<file path="config.mk">
export PLATFORM = sky130hd
export DESIGN_NAME = intercon_switch_array
export DESIGN_NICKNAME = d
export VERILOG_FILES = /design/src/rtl/intercon_switch_array.sv
export SDC_FILE = /design/constraint.sdc
export NUM_CORES = 1
export LEC_CHECK = 0
export ABC_AREA = 1
export CAP_MARGIN = 15
export CORE_AREA = 2 2 113 115
export DETAILED_ROUTE_END_ITERATION = 8
export DIE_AREA = 0 0 115 117
export PLACE_DENSITY = 0.77
export REMOVE_ABC_BUFFERS = 1
export SLEW_MARGIN = 15
export SYNTH_ARGS = -nofsm -noshare
export SYNTH_HDL_FRONTEND = slang
export SYNTH_SLANG_ARGS = --single-unit
</file>
<file path="constraint.sdc">
create_clock -name shift_clk -period 1.77 [get_ports shift_clk]
set_clock_uncertainty 0.15 [all_clocks]
set_input_delay 0.2655 -clock shift_clk [delete_from_list [all_inputs] [get_ports shift_clk]]
set_output_delay 0.2655 -clock shift_clk [all_outputs]
set_load 0.05 [all_outputs]
</file>
<file path="src/rtl/intercon_switch_array.sv">
// Array of NUM_XBAR crossbars whose routing is loaded through a length-checked serial shadow chain.
// Optional readback of the live configuration is enabled by defining INTERCON_READBACK_EN.
module intercon_switch_array #(
    parameter int NUM_XBAR  = 2,
    parameter int XBAR_PINS = 8,
    parameter int SEL_W     = 4
) (
    input  logic                              shift_clk,
    input  logic                              shift_rst_n,
    input  logic                              shift_en,
    input  logic                              shift_i,
    output logic                              shift_o,
    input  logic                              cfg_commit,
    input  logic                              cfg_clr,
    input  logic                              cfg_capture,
    input  logic [NUM_XBAR*XBAR_PINS-1:0]     pin_in,
    output logic [NUM_XBAR*XBAR_PINS-1:0]     pin_out,
    output logic [NUM_XBAR*XBAR_PINS-1:0]     pin_oe,
    output logic                              cfg_valid,
    output logic                              cfg_armed,
    output logic                              cfg_err,
    output logic [1:0]                        dbg_state
);

    localparam int NPIN  = NUM_XBAR * XBAR_PINS;
    localparam int CFG_W = NPIN * SEL_W;
    localparam int CNT_W = $clog2(CFG_W + 2);
    localparam logic [CNT_W-1:0] CNT_ARMED = CNT_W'(CFG_W);
    localparam logic [CNT_W-1:0] CNT_MAX   = CNT_W'(CFG_W + 1);

    typedef enum logic [1:0] {
        ST_EMPTY   = 2'd0,
        ST_LOADING = 2'd1,
        ST_ARMED   = 2'd2,
        ST_OVERRUN = 2'd3
    } state_e;

    logic [CFG_W-1:0] shadow_q, shadow_d;
    logic [CFG_W-1:0] active_q, active_d;
    logic [CNT_W-1:0] cnt_q, cnt_d;
    logic             valid_q, valid_d;
    logic             err_q, err_d;
    state_e           state_q, state_d;

    logic [CFG_W-1:0] shadow_shifted;
    logic [CNT_W-1:0] cnt_shifted;

`ifndef INTERCON_READBACK_EN
    logic unused_capture;
    assign unused_capture = cfg_capture;
`endif

    // The counter saturates one past full so an overlong stream stays distinguishable from ARMED.
    assign shadow_shifted = {shadow_q[CFG_W-2:0], shift_i};
    assign cnt_shifted    = (cnt_q == CNT_MAX) ? cnt_q : cnt_q + CNT_W'(1);

    always_comb begin
        shadow_d = shadow_q;
        active_d = active_q;
        cnt_d    = cnt_q;
        valid_d  = valid_q;
        err_d    = err_q;
        if (cfg_clr) begin
            shadow_d = '0;
            active_d = '0;
            cnt_d    = '0;
            valid_d  = 1'b0;
            err_d    = 1'b0;
        end else if (cfg_commit) begin
            if (state_q == ST_ARMED && !shift_en) begin
                active_d = shadow_q;
                valid_d  = 1'b1;
                cnt_d    = '0;
            end else begin
                err_d = 1'b1;
                if (shift_en) begin
                    shadow_d = shadow_shifted;
                    cnt_d    = cnt_shifted;
                end
            end
        end
`ifdef INTERCON_READBACK_EN
        else if (cfg_capture) begin
            shadow_d = active_q;
            cnt_d    = CNT_ARMED;
        end
`endif
        else if (shift_en) begin
            shadow_d = shadow_shifted;
            cnt_d    = cnt_shifted;
        end
    end

    always_comb begin
        state_d = ST_OVERRUN;
        if (cnt_d == '0) begin
            state_d = ST_EMPTY;
        end else if (cnt_d < CNT_ARMED) begin
            state_d = ST_LOADING;
        end else if (cnt_d == CNT_ARMED) begin
            state_d = ST_ARMED;
        end
    end

    always_ff @(posedge shift_clk or negedge shift_rst_n) begin
        if (!shift_rst_n) begin
            shadow_q <= '0;
            active_q <= '0;
            cnt_q    <= '0;
            valid_q  <= 1'b0;
            err_q    <= 1'b0;
            state_q  <= ST_EMPTY;
        end else begin
            shadow_q <= shadow_d;
            active_q <= active_d;
            cnt_q    <= cnt_d;
            valid_q  <= valid_d;
            err_q    <= err_d;
            state_q  <= state_d;
        end
    end

    // Routing only ever looks inside the pin's own crossbar; self-select and out-of-range codes stay off.
    always_comb begin
        int sel;
        sel     = 0;
        pin_out = '0;
        pin_oe  = '0;
        for (int x = 0; x < NUM_XBAR; x++) begin
            for (int p = 0; p < XBAR_PINS; p++) begin
                sel = 32'(active_q[(x*XBAR_PINS+p)*SEL_W +: SEL_W]);
                for (int s = 0; s < XBAR_PINS; s++) begin
                    if (sel == s + 1 && s != p) begin
                        pin_oe[x*XBAR_PINS+p]  = 1'b1;
                        pin_out[x*XBAR_PINS+p] = pin_in[x*XBAR_PINS+s];
                    end
                end
            end
        end
    end

    assign shift_o   = shadow_q[CFG_W-1];
    assign cfg_valid = valid_q;
    assign cfg_err   = err_q;
    assign cfg_armed = (state_q == ST_ARMED);
    assign dbg_state = state_q;

endmodule
</file>
**Word level (Yosys, flattened, before mapping)**

Cells that the tools add are included.

- Bits of input ports: 23
- Memories: 0
- Memory bits (read-only): 0
- Logic and storage cells: 377
- Latch bits: 0
- Output and inout bits: 38
- RAM bits: 0
- Register bits after elaboration: 139

- Reduce and logical (&&, ||, !) cells: 7
- Muxes and demuxes: 245
- $add $sub $neg: 1
- Equal/unequal tests: 117
- Bitwise gates (word level): 0
- Order comparisons: 1
- Multiply operators: 0
- Div/mod/pow operators: 0
- Shifts and indexed selects: 0

Operators by type and width:

| operator | count |
|---|---|
| 2-to-1 mux 64 bit | 7 |
| equality test 4 bit (second input constant) | 70 |
| 2-to-1 mux 1 bit | 231 |
| equality test 4 x 3 -> 1 bit (second input constant) | 28 |
| equality test 4 x 2 -> 1 bit (second input constant) | 14 |
| 2-to-1 mux 7 bit | 5 |
| equality test 7 bit (second input constant) | 2 |
| adder 7 x 1 -> 7 bit (second input constant) | 1 |
| logical NOT 7 bit | 1 |
| < comparator 7 bit (second input constant) | 1 |
| 2-to-1 mux 2 bit | 2 |
| AND reduction 2 bit | 2 |
| nonzero test 2 bit | 2 |
| != test 3 bit (second input constant) | 1 |
| equality test 2 bit (second input constant) | 1 |
| != test 2 bit (second input constant) | 1 |
| logical AND 1 bit | 1 |
| logical NOT 1 bit | 1 |

**Logic depth before layout (Yosys ltp)**

- Depth in word-level cells: 10
- Mapped depth: 11
- Depth with buffers taken out: 11

**Worst setup path after synthesis**

No wires, ideal clock.

- Path kind: register to output
- From: register active_q[53]
- To: output pin_out[13]
- Data required time: 1354 ps
- Setup slack: -398 ps
- Path buffers: 0
- Cell stages (with the launch flop): 6
- Data arrival time: 1753 ps
- Cell sequence: dfrtp_1 -> inv_1 -> nand2_1 -> inv_1 -> nand3_1 -> o21ai_0

- Cells in the longest elaborated chain, start to end: 8
- Elaborated cells on any way between the ends: 14
- Classes of those cells: eq/ne (7); mux (7)

RTL lines:

| what | RTL line | text |
|---|---|---|
| start: declaration | 39 | `logic [CFG_W-1:0] active_q, active_d;` |
| start signal: assignment | 115 | `active_q <= active_d;` |
| equality test 4 x 2 -> 1 bit | 133 | `if (sel == s + 1 && s != p) begin` |
| 2-to-1 mux 1 bit (6 in series) | 133 |  |
| 2-to-1 mux 1 bit * | 133 |  |
| end: declaration | 17 | `output logic [NUM_XBAR*XBAR_PINS-1:0] pin_out,` |

Mark *: on every way between the ends. The rest lies on a longest branch, timed or not.

**Worst setup path in the final report**

- From: register active_q[36]
- To: output pin_out[9]

The elaborated chain is that of the path after synthesis.

==> qor.csv <==
stage;metric;value;unit
detailed_routing;routed wire length;21.81;mm
timing;Slew Limit Headroom;72.76;%
finish;most common cell after layout, fill and taps aside;dfrtp_1;
timing;Slew @ Worst Pin;408.6;ps
place;Post-DP Area;0.008362;mm²
finish;most frequent cells in the layout;125 x dfrtp_1, 109 x inv_1, 73 x buf_4, 68 x nand3_1, 61 x nand2_1;
power_and_ir_drop;Total Power;0.007908;W
power_and_ir_drop;internal power;0.006144;W
worst_hold_path;HP Class;in2reg;
power_and_ir_drop;switching share of power;22.31;%
finish;Filler cells;679;
power_and_ir_drop;Clk network pwr share;51.7;%
yosys;flop and latch count out of synthesis;139;
finish;final core utilization;81.73;%
timing;Max Fclk;445.8;MHz
die;I/O Pins;61;
clocking;CTS tree;yes;
worst_setup_path;type of origin of the critical path;flop;
status;violated checks;setup timing;
worst_setup_path;worst endpoint required time;1350;ps
worst_setup_path;FF-to-FF Start;dbg_state[0];
place;placer congestion estimate;0.9302;
yosys;Synth cell types;31;
power_and_ir_drop;Leak;4.252;nW
detailed_routing;vias per std cell;6.150;
global_routing;total grt overflow;0;
worst_hold_path;Hold Path Depth;3;
yosys;Yosys warnings;0;
detailed_routing;Iteration-0 DRC Markers;629;
die;Starting Density;56.93;%
worst_setup_path;worst flop-to-flop path endpoint;active_q[3];
status;outcome;complete, but fails checks;
power_and_ir_drop;pwr/cell area;785.9;mW/mm²
timing;fin worst setup slack;-473.4;ps
detailed_routing;residual DRC count;0;
timing;fin. max-slew vios;0;
global_routing;Global Route Usage Sum;30.62;%
worst_setup_path;Critical Path End;pin_out[9];
timing;Setup Viol. Count Final;30;
yosys;share of synthesized flip-flops with an asynchronous set or reset;100.0;%
die;Cell Rows;41;
timing;RSZ-0062 raised after global routing;yes;
finish;final net count;959;
detailed_routing;Initial DRT Pass Iterations;5;
power_and_ir_drop;Sw Pwr;0.001764;W
place;DPL Wire Length;12.51;mm
yosys;Primary FF master, synth;dfrtp_1;
finish;fin area;0.01006;mm²
worst_setup_path;Reg2Reg Depth;6;
clocking;clk buf depth;2;
worst_setup_path;Setup crit end kind;primary output;
yosys;Mapped Cells;794;
worst_setup_path;WP data arrival;1830;ps
global_routing;first-pass GRT wire length;32.13;mm
power_and_ir_drop;part of the power in registers;40.8;%
run;max cap viols;0;
global_routing;largest net degree at the start of global routing;52;
die;Core Box Area;0.01231;mm²
power_and_ir_drop;VDD IR max;880.5;µV
finish;Area growth, synth to finish;43.56;%
global_routing;initial antenna violation count;1;
timing;Setup TNS Final;-6580;ps
clocking;clock slew at reported path FFs;60;ps
timing;Final min period;2243;ps
die;die height;117;µm
die;die span in x;115;µm
timing;Hold Vio Cnt, Final;0;
clocking;CTS Root Cell;clkbuf_16;
timing;Final period util;126.7;%
worst_setup_path;internal reg-to-reg setup slack;160;ps
clocking;Num CTS Buffers;17;
detailed_routing;routed vias;6740;
yosys;register area share after synthesis;49.63;%
yosys;Post-Synthesis Cell Area;0.007009;mm²
power_and_ir_drop;combinational power share;7.6;%
place;I/O Buffers;59;
detailed_routing;antenna-violating nets left;0;
worst_setup_path;CP Max Fanout;4;
clocking;TritonCTS sink count;139;
clocking;Clock H-tree levels;4;
global_routing;vias in the first global route;6701;
yosys;EDFF count, synth;0;
finish;ratio of cells with drive above 1 in the final layout;39.89;%
worst_setup_path;CP Launch Point;active_q[36];
yosys;syn avg cell area;8.828;µm²
clocking;Clock Latency Late Sink;420;ps
die;full die area;0.01346;mm²
worst_setup_path;CP Class;reg2out;
detailed_routing;routed len/inst;19.90;µm
==> final cells by class <==
type                            instances  area [µm²]  area share (%)
Sequential cell                       139        3496           34.74
Multi-Input combinational cell        468        3294           32.74
Timing Repair Buffer                  153        1818           18.07
Inverter                              155       584.3           5.807
Clock buffer                           20       466.7           4.638
Clock inverter                         10       212.7           2.114
Tap cell                              150       187.7           1.865
Antenna cell                            1       2.502         0.02487
==> worst min-delay path by stage <==
stage / end / start / slack, ps
finish: cnt_q[0] / shift_en / 130
CTS: cnt_q[0] / shift_en / 120
detailed placement: active_q[42] / shift_rst_n / 50
floorplan: active_q[0] / shift_rst_n / -180
global route: cnt_q[0] / shift_en / 150
global placement: active_q[40] / shift_rst_n / 50
==> per-layer routing <==
| metal | track usage (%) | vias up | part of all wire, % |
|---|---|---|---|
| met2 | 50.75 | 339 | 51 |
| met3 | 7.003 | 76 | 6.5 |
| met4 | 14.70 | 0 | 3.5 |
| li1 | - | 2984 | - |
| met5 | 0 | - | 0 |
| met1 | 38.34 | 3341 | 39 |
==> state kept, by name, indices dropped and copies added (netlist names) <==
signal,cells
shadow_q,64
active_q,64
cfg_valid,1
cfg_err,1
cnt_q,7
dbg_state,2
==> stage by stage <==
stage	cells	worst slack [ps]	hold WS, ps
2_1_floorplan	762	-2900	-180.1
3_3_place_gp	1013	-415.6	46.83
3_5_place_dp	1013	-455.9	52.38
4_1_cts	1077	-346.5	121.4
5_1_grt	1095	-481.9	154.4
6_report	1096	-473.4	128.1
==> repair_timing <==
item	in CTS	in global routing
resized for setup	161	92
hold buffers	1	0
endpoints found under the setup margin	32	33
buffers inserted	33	20
cloned	0	0
pin swaps	36	42
endpoints found under the hold margin	106	0
==> critical path: stages (launching register included) <==
cell	delay (ps)
dfrtp_2	420
inv_2	60
a21oi_2	120
o21ai_1	100
nand2_1	120
nand2_1	110
nand2_1	90
nand2_1	80
o21ai_2	110
buf_12	170
==> cells by family (layout without fill, tap and decap cells) <==
group                    after synthesis  in the layout  share of synthesized area (%)
AO/OA/AOI/OAI                        244            244                          24.21
XOR/XNOR                               4              4                         0.4999
adder cells (fa/ha/maj)                2              2                         0.3570
buffers and inverters                187            338                          11.23
flip-flops                           139            139                          49.63
other                                  0              1                              0
AND/OR/NAND/NOR                      218            218                          14.08
==> Yosys cell counts (4+ instances only) <==
| cell type | count | area [µm²] |
|---|---|---|
| nand3_1 | 83 | 415.4 |
| nand2_1 | 80 | 300.3 |
| buf_6 | 7 | 78.83 |
| nor2_1 | 31 | 116.4 |
| a21oi_1 | 35 | 175.2 |
| nand2_2 | 4 | 25.02 |
| o22ai_1 | 31 | 193.9 |
| buf_4 | 5 | 37.54 |
| inv_1 | 153 | 574.3 |
| dfrtp_1 | 139 | 3478 |
| nand4_1 | 11 | 68.82 |
| o211ai_1 | 9 | 67.56 |
| a31oi_1 | 7 | 43.79 |
| o22ai_2 | 49 | 613.1 |
| o21ai_0 | 102 | 510.5 |
| buf_2 | 11 | 55.05 |
| o2111ai_1 | 6 | 52.55 |
| clkbuf_1 | 8 | 30.03 |
==> power by group through the flow <==
stage / combinational (W) / sequential (W) / clock (W)
after floorplan: 0.000179 / 0.00331 / 0
after global placement: 0.000559 / 0.00328 / 0
after detailed placement: 0.000570 / 0.00328 / 0
after CTS: 0.000579 / 0.00322 / 0.00410
after global routing: 0.000635 / 0.00322 / 0.00423
final: 0.000598 / 0.00322 / 0.00409
Power figures use the tool's default switching activity.
==> RTL change 1 (same flow settings) <==
Change the parameter `XBAR_PINS` from 8 to 4.
--- a/src/rtl/intercon_switch_array.sv
+++ b/src/rtl/intercon_switch_array.sv
@@ -2,7 +2,7 @@
 // Optional readback of the live configuration is enabled by defining INTERCON_READBACK_EN.
 module intercon_switch_array #(
     parameter int NUM_XBAR  = 2,
-    parameter int XBAR_PINS = 8,
+    parameter int XBAR_PINS = 4,
     parameter int SEL_W     = 4
 ) (
     input  logic                              shift_clk,
Ports: changed (resized pin_in, pin_oe and pin_out); port bits go from 61 to 37. No check against the original RTL was run, so the function may have changed too.
==> RTL change 1 against the unedited design <==
The run still ends with setup timing left; sequential cell count down 66; wire length down 63%; critical path depth down 5; critical endpoint is now pin_out[2]; largest power group unchanged; sequential share of layout area up 2.9 points; area after synthesis down 50%; total power down 49%; critical path type unchanged; worst hold slack better by 0.13 ns; non-clock buffer count down 82; cell area down 52%; worst setup slack better by 0.39 ns; synthesized cell count down 56%.
==> RTL change 1: results (changes against the unedited design) <==
| Metric | Value |
|---|---|
| Reg area | `1830 um2 (-48%)` |
| Power consumed by sequential cells | `1710 uW (-47%)` |
| Aggregate negative setup slack | `-0.401 ns (+6.18 ns)` |
| Largest registers in the final layout | `active_q x32, shadow_q x32, cnt_q x6` |
| Amount of wire on met2 after detailed routing | `3960 um (-65%)` |
| Global-route wire length before repair | `13600 um (-58%)` |
| Power in the clock group | `1970 uW (-52%)` |
| Count of inverters other than clock inverters in the layout | `73 (-53%)` |
| Instance area after placement | `4310 um2 (-48%)` |
| Total wirelength of the detailed-routed design | `7970 um (-63%)` |
| Bufs w/o clock | `71 (-54%)` |
| Synth cell types | `32 (+3.2%)` |
| ClkCell Share | `0.0675 (about the same)` |
| Violated checks | `setup timing` |
| Highest ir drop seen on vdd | `0.000492 V (-44%)` |
| Transition at the pin with the smallest max-transition slack | `0.449 ns (+0.0402 ns)` |
| Largest cells by area after synthesis | `dfrtp_1, o22ai_2, inv_1, o21ai_0, nand3_1` |
| Worst setup slack after layout | `-0.0816 ns (+0.392 ns)` |
| Seq/Total Area, Yosys | `0.525 (+0.0284)` |
| Routed length on met1 | `3450 um (-59%)` |
| Largest net degree at the start of global routing | `33 (-37%)` |
| Via density per instance | `4.79 (-22%)` |
| Arrival time at the worst endpoint | `1.44 ns (-0.39 ns)` |
| Initial antenna violation count | `0 (-1)` |
| First-iteration detailed-routing DRC count | `145 (-77%)` |
| Most frequent cells after synthesis | `dfrtp_1, inv_1, o21ai_0, nand3_1, o22ai_2` |
| Outcome | `complete, but fails checks` |
| Setup-failing EPs final | `8 (-73%)` |
| Maximum level of the CTS H-tree | `3 (-1)` |
## RTL change 1: changes by cell type after synthesis, moves of 31 or more
| cell | change |
|---|---|
| a21oi_1 | -31 |
| nand3_1 | -56 |
| inv_1 | -82 |
| dfrtp_1 | -66 |
| nand2_1 | -55 |
| o21ai_0 | -74 |
## RTL change 1: critical path, cell delays in order (launching register included)
cell	delay, ns
dfrtp_1	0.42
nor4_4	0.32
nand2_1	0.10
o221ai_2	0.09
buf_12	0.17
## RTL change 1: path summary, 6_finish.rpt
check	end	start	cells past startpoint	slack, ns
min reg2reg	cfg_valid$_DFFE_PN0P_	cfg_valid$_DFFE_PN0P_	2	0.35
min	active_q[3]$_DFFE_PN0P_	shift_rst_n	2	0.25
max reg2reg	dbg_state[0]$_DFF_PN0_	cnt_q[0]$_DFF_PN0_	6	0.24
max in group asynchronous	cfg_err$_DFFE_PN0P_	shift_rst_n	3	0.71
max	pin_out[2]	active_q[8]$_DFFE_PN0P_	4	-0.08
min in group shift_clk	cfg_valid$_DFFE_PN0P_	cfg_valid$_DFFE_PN0P_	2	0.35
## RTL change 1: layer usage
metal	vias to the layer above	track usage
li1	1310	-
met1	1336	0.157
met2	78	0.218
met3	9	0.0386
met4	0	0.0353
met5	-	0
## RTL change 1: cells by family after synthesis
family / Yosys count / share of synthesized area
adders and majority gates: 2 / 0.00719
DFF: 73 / 0.525
and+or+nand+nor: 98 / 0.149
xor gates and xnor gates: 2 / 0.00503
AOI/OAI and AO/OA: 85 / 0.194
buffers and inverters: 89 / 0.120
## RTL change 1: timing repair
item	4_1_cts	5_1_grt
hold buffers	1	0
gates cloned	0	0
endpoints found under the hold margin	15	0
buffers inserted	3	8
setup endpoints to repair	15	14
pin swaps	8	12
resized for setup	30	17
==> RTL change 2 (same settings) <==
Without the edit above. One comparison of `cnt_q` changes from == to >=.
--- a/src/rtl/intercon_switch_array.sv
+++ b/src/rtl/intercon_switch_array.sv
@@ -52,7 +52,7 @@
 
     // The counter saturates one past full so an overlong stream stays distinguishable from ARMED.
     assign shadow_shifted = {shadow_q[CFG_W-2:0], shift_i};
-    assign cnt_shifted    = (cnt_q == CNT_MAX) ? cnt_q : cnt_q + CNT_W'(1);
+    assign cnt_shifted    = (cnt_q >= CNT_MAX) ? cnt_q : cnt_q + CNT_W'(1);
 
     always_comb begin
         shadow_d = shadow_q;
Formal check against the unedited RTL: no difference found for any inputs over 4 cycles, from zero or initial values and one cycle with shift_rst_n low; that may be too few to reach the edited logic, so the function may still have changed.
==> RTL change 2 against the unedited design <==
The run still ends with setup timing left; cell area down 3.1%; non-clock buffer count up 1; largest cell class unchanged; critical path type unchanged; wire length down 1.9%; worst setup slack better by 0.034 ns; highest routed layer unchanged; sequential power about the same; sequential cell count unchanged; via count up 1.4%; area after synthesis down 2.9%; total power down 9.5%; critical endpoint is now pin_out[3].
==> RTL change 2: results (changes against the unedited design) <==
| Metric | Value |
|---|---|
| Outcome | `complete, but fails checks` |
| Violated checks | `setup timing` |
| Maximum buffer depth of the clock tree | `2 (unchanged)` |
| Global-route wire length before repair | `31700 um (-1.4%)` |
| Total via count in the routed design | `6831 (+1.4%)` |
| Destination of the critical timing path | `pin_out[3]` |
| Largest cells by area after synthesis | `dfrtp_1, inv_1, o21ai_0, nand3_1, o22ai_2` |
| Mapped Cells | `779 (-1.9%)` |
| Via density per instance | `6.30 (+2.5%)` |
| Startpoint of the worst-slack reg-to-reg timing path | `cnt_q[1]$_DFF_PN0_` |
| Synthesized-area fraction occupied by adder cells | `0.00368 (+0.000106)` |
| Number of iterations in the first detailed-routing pass | `6 (+1)` |
| Endpoint, Worst Hold | `shadow_q[42]$_DFFE_PN0P_` |
| Count of cells along the worst register-to-register path | `10 (+4)` |
| Worst setup slack before clock tree synthesis | `-0.402 ns (+0.0540 ns)` |
| Initial antenna violation count | `0 (-1)` |
| Worst setup slack after layout | `-0.440 ns (+0.0337 ns)` |
| Half-perimeter wire length after placement | `11800 um (-5.4%)` |
| Largest net degree at the start of global routing | `54 (+3.8%)` |
| Reg2reg setup slack | `0.09 ns (-0.07 ns)` |
| Worst setup path startpoint | `active_q[14]$_DFFE_PN0P_` |
| Synth Area in XOR/XNOR | `0 (-0.00500)` |
| Seq/Total Area, Yosys | `0.511 (+0.0148)` |
| Number of diodes added for antenna fixing | `0 (-1)` |
| First-iteration detailed-routing DRC count | `862 (+37%)` |
| Total routing resource utilization after global routing | `0.299 (-0.00668)` |
| Number of global-route vias before repair | `6520 (-2.7%)` |
| Transition at the pin with the smallest max-transition slack | `0.428 ns (+0.0197 ns)` |
| Worst hold slack across all endpoints | `0.0761 ns (-0.0520 ns)` |
| Setup-failing EPs final | `32 (+6.7%)` |
| Share of final-layout standard cells stronger than drive strength 1 | `0.382 (-0.0167)` |
| Placed instance count | `1006 (-0.69%)` |
| Aggregate negative setup slack | `-7.19 ns (-0.613 ns)` |
| Static power due to leakage | `0.00412 uW (-3.1%)` |
| Filler cells | `683 (+0.59%)` |
| Synth cell types | `36 (+16%)` |
| Arrival time at the worst endpoint | `1.79 ns (-0.04 ns)` |
| Total wirelength of the detailed-routed design | `21400 um (-1.9%)` |
| Most frequent cells after synthesis | `inv_1, dfrtp_1, o21ai_0, nand3_1, nand2_1` |
| Worst stage delay on the critical path | `0.44 ns (+0.02 ns)` |
| Area fraction in compound gates after synthesis | `0.242 (+0.000407)` |
| Gate family responsible for the most delay along the worst path | `compound AO/OA/AOI/OAI gates` |
| Instance area after placement | `8180 um2 (-2.2%)` |
| Internal power contribution | `5360 uW (-13%)` |
[RTL change 2: layout make-up]
cell class	count	area, um2	share of cell area
Multi-Input combinational cell	454	3120	0.320
Sequential cell	139	3500	0.359
Timing Repair Buffer	154	1800	0.184
Tap cell	150	188	0.0192
Clock inverter	13	119	0.0122
Inverter	155	582	0.0596
Clock buffer	19	443	0.0454
[RTL change 2: what timing repair did]
action | 4_1_cts | 5_1_grt
pin swaps | 39 | 36
endpoints found under the hold margin | 49 | 0
buffers inserted | 30 | 16
gates cloned | 0 | 1
gates resized for setup | 174 | 93
setup endpoints to repair | 32 | 39
hold buffers | 1 | 0
[RTL change 2: per-layer routing]
metal,track usage,vias up,routed length (um)
li1,-,2963,-
met1,0.383,3318,8080
met2,0.499,444,10600
met3,0.0664,106,1710
met4,0.123,0,979
met5,0,-,0
[RTL change 2: power groups by stage]
stage	registers, uW	logic [uW]	clock network, uW
floorplan	3290	158	0
global placement	3260	502	0
detailed placement	3260	513	0
CTS	3210	523	3390
global route	3210	604	3540
finish	3210	563	3390
